File: config.mk
export PLATFORM = sky130hd
export DESIGN_NAME = i2s_rx
export DESIGN_NICKNAME = d
export VERILOG_FILES = /design/src/rtl/i2s_pkg.sv /design/src/rtl/i2s_sync_edge.sv /design/src/rtl/i2s_rx.sv
export SDC_FILE = /design/constraint.sdc
export NUM_CORES = 1
export LEC_CHECK = 0
export CAP_MARGIN = 0
export CELL_PAD_IN_SITES_DETAIL_PLACEMENT = 1
export CELL_PAD_IN_SITES_GLOBAL_PLACEMENT = 2
export CORE_MARGIN = 2
export CORE_UTILIZATION = 33
export CTS_BUF_LIST = sky130_fd_sc_hd__clkbuf_8
export CTS_CLUSTER_SIZE = 20
export DETAILED_ROUTE_END_ITERATION = 10
export PLACE_DENSITY = 0.75
export SLEW_MARGIN = 0
export SYNTH_ARGS = -nofsm -noshare
export SYNTH_HDL_FRONTEND = slang
export SYNTH_SLANG_ARGS = --single-unit
File: constraint.sdc
create_clock -name clk -period 2.5 [get_ports clk]
set_input_delay 0.25 -clock clk [delete_from_list [all_inputs] [get_ports clk]]
set_output_delay 0.25 -clock clk [all_outputs]
set_load 0.02 [all_outputs]
File: src/rtl/i2s_pkg.sv
`default_nettype none
// +------------------------------------------------------------------+
// | i2s_pkg : shared I2S constants and state encoding (rx and tx)    |
// | Rev 1.0                                                          |
// +------------------------------------------------------------------+
package i2s_pkg;

  localparam int   I2S_WIDTH  = 16;
  localparam logic LRCK_LEFT  = 1'b0;
  localparam logic LRCK_RIGHT = 1'b1;

  typedef enum logic [0:0] {
    ST_HUNT = 1'b0,
    ST_RUN  = 1'b1
  } i2s_state_e;

endpackage
`default_nettype wire

File: src/rtl/i2s_sync_edge.sv
`default_nettype none
// +------------------------------------------------------------------+
// | i2s_sync_edge : multi-flop synchroniser, rising-edge detect bit 0 |
// | Rev 1.0                                                          |
// +------------------------------------------------------------------+
module i2s_sync_edge #(
  parameter int SYNC_STAGES = 2,
  parameter int BITS        = 1
) (
  input  logic            clk,
  input  logic            rst_i,
  input  logic [BITS-1:0] async_i,
  output logic [BITS-1:0] sync_o,
  output logic            rise_o
);

  logic [BITS-1:0] stage_q [SYNC_STAGES];
  logic            dly_q;

  always_ff @(posedge clk) begin
    if (rst_i) begin
      for (int i = 0; i < SYNC_STAGES; i++) begin
        stage_q[i] <= '0;
      end
      dly_q <= 1'b0;
    end else begin
      stage_q[0] <= async_i;
      for (int i = 1; i < SYNC_STAGES; i++) begin
        stage_q[i] <= stage_q[i-1];
      end
      dly_q <= stage_q[SYNC_STAGES-1][0];
    end
  end

  // All bits share the same latency, so the other bits stay aligned to bit 0's edge.
  assign sync_o = stage_q[SYNC_STAGES-1];
  assign rise_o = sync_o[0] & ~dly_q;

endmodule
`default_nettype wire

File: src/rtl/i2s_rx.sv
`default_nettype none
// +------------------------------------------------------------------+
// | i2s_rx : Philips-format I2S receiver, stereo pair per frame      |
// | Rev 1.0                                                          |
// +------------------------------------------------------------------+
module i2s_rx
  import i2s_pkg::*;
#(
  parameter int WIDTH       = I2S_WIDTH,
  parameter int SYNC_STAGES = 2
) (
  input  logic             clk,
  input  logic             reset,
  input  logic             i2s_bclk,
  input  logic             i2s_lrck,
  input  logic             i2s_sdata,
  output logic [WIDTH-1:0] left_data,
  output logic [WIDTH-1:0] right_data,
  output logic             sample_valid,
  output logic             frame_err
);

  localparam int              C_CNT_W     = $clog2(WIDTH + 1);
  localparam logic [C_CNT_W-1:0] C_WIDTH_CNT = C_CNT_W'(WIDTH);
  localparam logic [C_CNT_W-1:0] C_ONE       = {{(C_CNT_W-1){1'b0}}, 1'b1};

  logic [2:0] w_sync;
  logic       w_bclk_rise;
  logic       w_lrck_s;
  logic       w_sdata_s;
  logic       w_change;

  i2s_sync_edge #(
    .SYNC_STAGES (SYNC_STAGES),
    .BITS        (3)
  ) u_sync (
    .clk     (clk),
    .rst_i   (reset),
    .async_i ({i2s_sdata, i2s_lrck, i2s_bclk}),
    .sync_o  (w_sync),
    .rise_o  (w_bclk_rise)
  );

  assign w_lrck_s  = w_sync[1];
  assign w_sdata_s = w_sync[2];

  i2s_state_e         state_q,      state_d;
  logic               lrck_prev_q,  lrck_prev_d;
  logic [WIDTH-1:0]   shreg_q,      shreg_d;
  logic [C_CNT_W-1:0] cnt_q,        cnt_d;
  logic [WIDTH-1:0]   left_stage_q, left_stage_d;
  logic               left_cap_q,   left_cap_d;
  logic [WIDTH-1:0]   left_q,       left_d;
  logic [WIDTH-1:0]   right_q,      right_d;
  logic               valid_q,      valid_d;
  logic               err_q,        err_d;

  logic [WIDTH-1:0]   w_shift;
  logic [C_CNT_W-1:0] w_cnt;
  logic [WIDTH-1:0]   w_word;

  assign w_change = (w_lrck_s != lrck_prev_q);

  always_ff @(posedge clk) begin
    if (reset) begin
      state_q      <= ST_HUNT;
      lrck_prev_q  <= 1'b0;
      shreg_q      <= '0;
      cnt_q        <= '0;
      left_stage_q <= '0;
      left_cap_q   <= 1'b0;
      left_q       <= '0;
      right_q      <= '0;
      valid_q      <= 1'b0;
      err_q        <= 1'b0;
    end else begin
      state_q      <= state_d;
      lrck_prev_q  <= lrck_prev_d;
      shreg_q      <= shreg_d;
      cnt_q        <= cnt_d;
      left_stage_q <= left_stage_d;
      left_cap_q   <= left_cap_d;
      left_q       <= left_d;
      right_q      <= right_d;
      valid_q      <= valid_d;
      err_q        <= err_d;
    end
  end

  always_comb begin
    state_d      = state_q;
    lrck_prev_d  = lrck_prev_q;
    shreg_d      = shreg_q;
    cnt_d        = cnt_q;
    left_stage_d = left_stage_q;
    left_cap_d   = left_cap_q;
    left_d       = left_q;
    right_d      = right_q;
    valid_d      = 1'b0;
    err_d        = 1'b0;
    w_shift      = shreg_q;
    w_cnt        = cnt_q;
    w_word       = '0;

    if (w_bclk_rise) begin
      lrck_prev_d = w_lrck_s;
      unique case (state_q)
        ST_HUNT: begin
          if (w_change) begin
            state_d = ST_RUN;
            cnt_d   = '0;
          end
        end
        ST_RUN: begin
          // Bits beyond WIDTH (e.g. 32-bit slot padding) are dropped.
          if (w_cnt < C_WIDTH_CNT) begin
            w_shift = {w_shift[WIDTH-2:0], w_sdata_s};
            w_cnt   = w_cnt + C_ONE;
          end
          shreg_d = w_shift;
          cnt_d   = w_cnt;
          if (w_change) begin
            // Short slots are MSB-justified with zero-filled LSBs.
            w_word = w_shift << (C_WIDTH_CNT - w_cnt);
            err_d  = (w_cnt < C_WIDTH_CNT);
            if (lrck_prev_q == LRCK_LEFT) begin
              left_stage_d = w_word;
              left_cap_d   = 1'b1;
            end else if ((lrck_prev_q == LRCK_RIGHT) && left_cap_q) begin
              left_d     = left_stage_q;
              right_d    = w_word;
              valid_d    = 1'b1;
              left_cap_d = 1'b0;
            end
            cnt_d = '0;
          end
        end
        default: state_d = ST_HUNT;
      endcase
    end
  end

  assign left_data    = left_q;
  assign right_data   = right_q;
  assign sample_valid = valid_q;
  assign frame_err    = err_q;

endmodule
`default_nettype wire

==> flow_summary_export.csv <==
group,metric,value,unit
outcome,status,"complete, but fails checks",
outcome,violations,"setup timing",
pwr,power_frac_clock,39.4,%
setup_path,cpPeakStageDelay,0.50,ns
timing,worst_slew_pin_slew,0.619,ns
clocking,clock_latency,0.37,ns
global_route,grt_start_max_net_pins,31,
timing,whs,0.339,ns
layout,layout-drive-gt1-share,22.4,%
logic_synthesis,syn-cell-area,0.00395,mm^2
logic_synthesis,synth_top_cell_by_area,"dfxtp_1",
timing,hold_viol,0,
setup_path,cp-start-kind,"flop",
layout,final-seq-area,0.00163,mm^2
logic_synthesis,yosysWarnings,0,
timing,rsz0062_at_grt,"yes",
layout,multi_input_area,0.00229,mm^2
routing,dr.pass1.iters,4,
setup_path,cp_num_cells,11,
setup_path,cp.arrival,2.90,ns
setup_path,crit_path_top_delay_cell,"mux4_2",
clocking,cts_tree,"yes",
logic_synthesis,synthTopCellsByCount,"nand2_1 (93), dfxtp_1 (81), a21oi_1 (52), nor2_1 (35), nor3_1 (23)",
placement,dp.cells,620,
logic_synthesis,synth_enable_flop_cells,0,
logic_synthesis,avgSynthCellArea,8.91,um^2
global_route,antenna_found_initial,0,
floorplanning,core.rowCount,39,
logic_synthesis,synthFlopType,"dfxtp_1",
setup_path,crit_required,2.81,ns
floorplanning,start_util,34.1,%
routing,drc_errors,0,
flow_run,max-cap-violations,0,
routing,ant_nets,0,
global_route,grt_usage,17.0,%
pwr,pwr-share-comb,2.7,%
pwr,power.switching,517,uW
logic_synthesis,yosysMostFrequentCell,"nand2_1",
global_route,grt_first_pass_wirelength,17500,um
timing,setup_viol,10,
timing,finalClockSkew,0.00953,ns
timing,slew_headroom,58.8,%
clocking,root_buffer,"clkbuf_8",
placement,io_buffers,38,
timing,period_needed,2.59,ns
placement,place.gp.congestion,0.808,
floorplanning,die_h,113,um
clocking,path_clk_slew,0.08,ns
floorplanning,dieArea,0.0129,mm^2
timing,drv_slew,0,
global_route,first_global_vias,3422,
clocking,clock_sinks,81,
timing,fin_crit_sh,104,%
pwr,power_density,448,mW/mm^2
global_route,grt_overflow_total,0,
floorplanning,fp.coreArea,0.0116,mm^2
routing,via_count,3318,
layout,final_cell_count_no_fill,648,
setup_path,reg2regPathDepth,11,
logic_synthesis,synthTopCellsByArea,"dfxtp_1 (41%), nand2_1 (8.8%), a21oi_1 (6.6%)",
pwr,power_leakage,0.00181,uW
layout,area_growth,26.7,%
floorplanning,die_w,113,um
routing,via_per_inst,5.12,
routing,routedWlPerCell,15.9,um
floorplanning,ios,39,
clocking,cts_max_level,3,
pwr,intPower,1720,uW
timing,fmax,386,MHz
pwr,irDropWorstVdd,278,uV
logic_synthesis,yosysSeqAreaShare,41.1,%
layout,n_fill_cell,1339,
layout,antennaDiodeCount,0,
logic_synthesis,netlist.area_leader.share,41.1,%
layout,final_nets,510,
logic_synthesis,synth-seq-cells,81,
logic_synthesis,synth_cells,443,
setup_path,crit_family,"multiplexers",
clocking,clk_path_buf_depth,2,
clocking,cts-buffers-inserted,9,
setup_path,cp.buffers_inverters,3,
setup_path,cp_max_fo,10,
clocking,cts-hold-fix-buffers,0,
min_path,hold_depth,2,
placement,place_hpwl,7550,um
timing,setup_slack,-0.0876,ns
setup_path,path_cells,"ha_4, mux2i_4, ha_4, xnor2_4, buf_4, buf_12, xnor2_4, buf_12, mux4_2, mux2i_2, a22o_1",
logic_synthesis,synth.distinct_cells,51,
pwr,seqPwrFrac,57.9,%
setup_path,path_class,"reg -> reg",
routing,drt-total-wl,10300,um
pwr,p_sw_share,23.1,%
logic_synthesis,syn-num-nets,453,
setup_path,endpoint_kind,"flop",
routing,drt_iter0_markers,110,
logic_synthesis,async_flop_share,0,%
min_path,hold_path_class,"in -> reg",
-- metal layers --
metal | track usage, % | vias up | wire (um)
li1 | - | 1640 | -
met1 | 22.5 | 1627 | 4930
met2 | 27.6 | 38 | 4970
met3 | 3.29 | 13 | 238
met4 | 6.59 | 0 | 176
met5 | 0 | - | 0
-- area by class of cell --
cell class                      count  share of cell area (%)
Multi-Input combinational cell    327                    45.7
Sequential cell                    81                    32.5
Clock buffer                       11                    3.03
Timing Repair Buffer               76                    14.2
Clock inverter                      5                   0.625
Tap cell                          143                    3.58
Inverter                            5                   0.375
-- through the flow --
| step | setup WS, ns | power, uW | util [%] | area, um^2 | TNS [ns] |
|---|---|---|---|---|---|
| floorplan | 0.0276 | 1360 | - | 3970 | 0 |
| global placement | -0.168 | 1380 | 39.3 | 4550 | -1.88 |
| detailed placement | -0.266 | 1380 | 39.3 | 4550 | -3.88 |
| CTS | -0.119 | 2280 | 41.9 | 4840 | -0.477 |
| global route | -0.184 | 2350 | 43.3 | 5000 | -2.28 |
| finish | -0.0876 | 2240 | 43.3 | 5000 | -0.511 |
-- cells by family after synthesis --
| logic type | Yosys count | synth area share [%] |
|---|---|---|
| buffers and inverters | 35 | 4.88 |
| AND/OR/NAND/NOR | 185 | 21.5 |
| multiplexers | 44 | 14.9 |
| AO/OA/AOI/OAI | 84 | 12.5 |
| flip-flops | 81 | 41.1 |
| XOR/XNOR | 9 | 3.52 |
| adder cells (fa/ha/maj) | 5 | 1.58 |
-- sequential cells by signal, indices dropped and copies added, names as in the netlist --
name and flops:
u_sync.stage_q 6, frame_err 1, shreg_q 16, right_data 16, cnt_q 5, left_cap_q 1
left_data 16, lrck_prev_q 1, left_stage_q 16, sample_valid 1, u_sync.dly_q 1, state_q 1
-- layout by cell type (no fill, tap or decap), drive strengths merged, types with 8 or more instances in the layout --
master,instances
a21oi,53
a22o,8
buf,39
clkbuf,11
clkdlybuf4s50,37
dfxtp,81
mux2,13
mux2i,21
mux4,10
nand2,94
nor2,35
nor2b,8
nor3,24
o21ai,9
-- power by group through the flow --
| stage | registers [uW] | logic [uW] | clock network [uW] |
|---|---|---|---|
| floorplan | 1330 | 36.7 | 0 |
| global placement | 1330 | 55.0 | 0 |
| detailed placement | 1330 | 56.3 | 0 |
| CTS | 1300 | 58.2 | 927 |
| global route | 1300 | 67.9 | 982 |
| finish | 1300 | 60.3 | 884 |
-- worst paths after layout --
check	to	slack [ns]	startpoint
setup / recovery	right_data[14]	-0.09	cnt_q[1]
hold / removal	right_data[6]	0.34	reset
setup reg to reg	right_data[14]	-0.09	cnt_q[1]
hold reg to reg	u_sync.stage_q[0][3]	0.45	u_sync.stage_q[0][0]
-- timing repair --
action	4_1_cts	5_1_grt
pin swaps	10	14
gates resized for setup	10	19
setup buffers	5	7
endpoints found under the setup margin	29	31
Note: power is estimated with default switching activity, not from simulation.
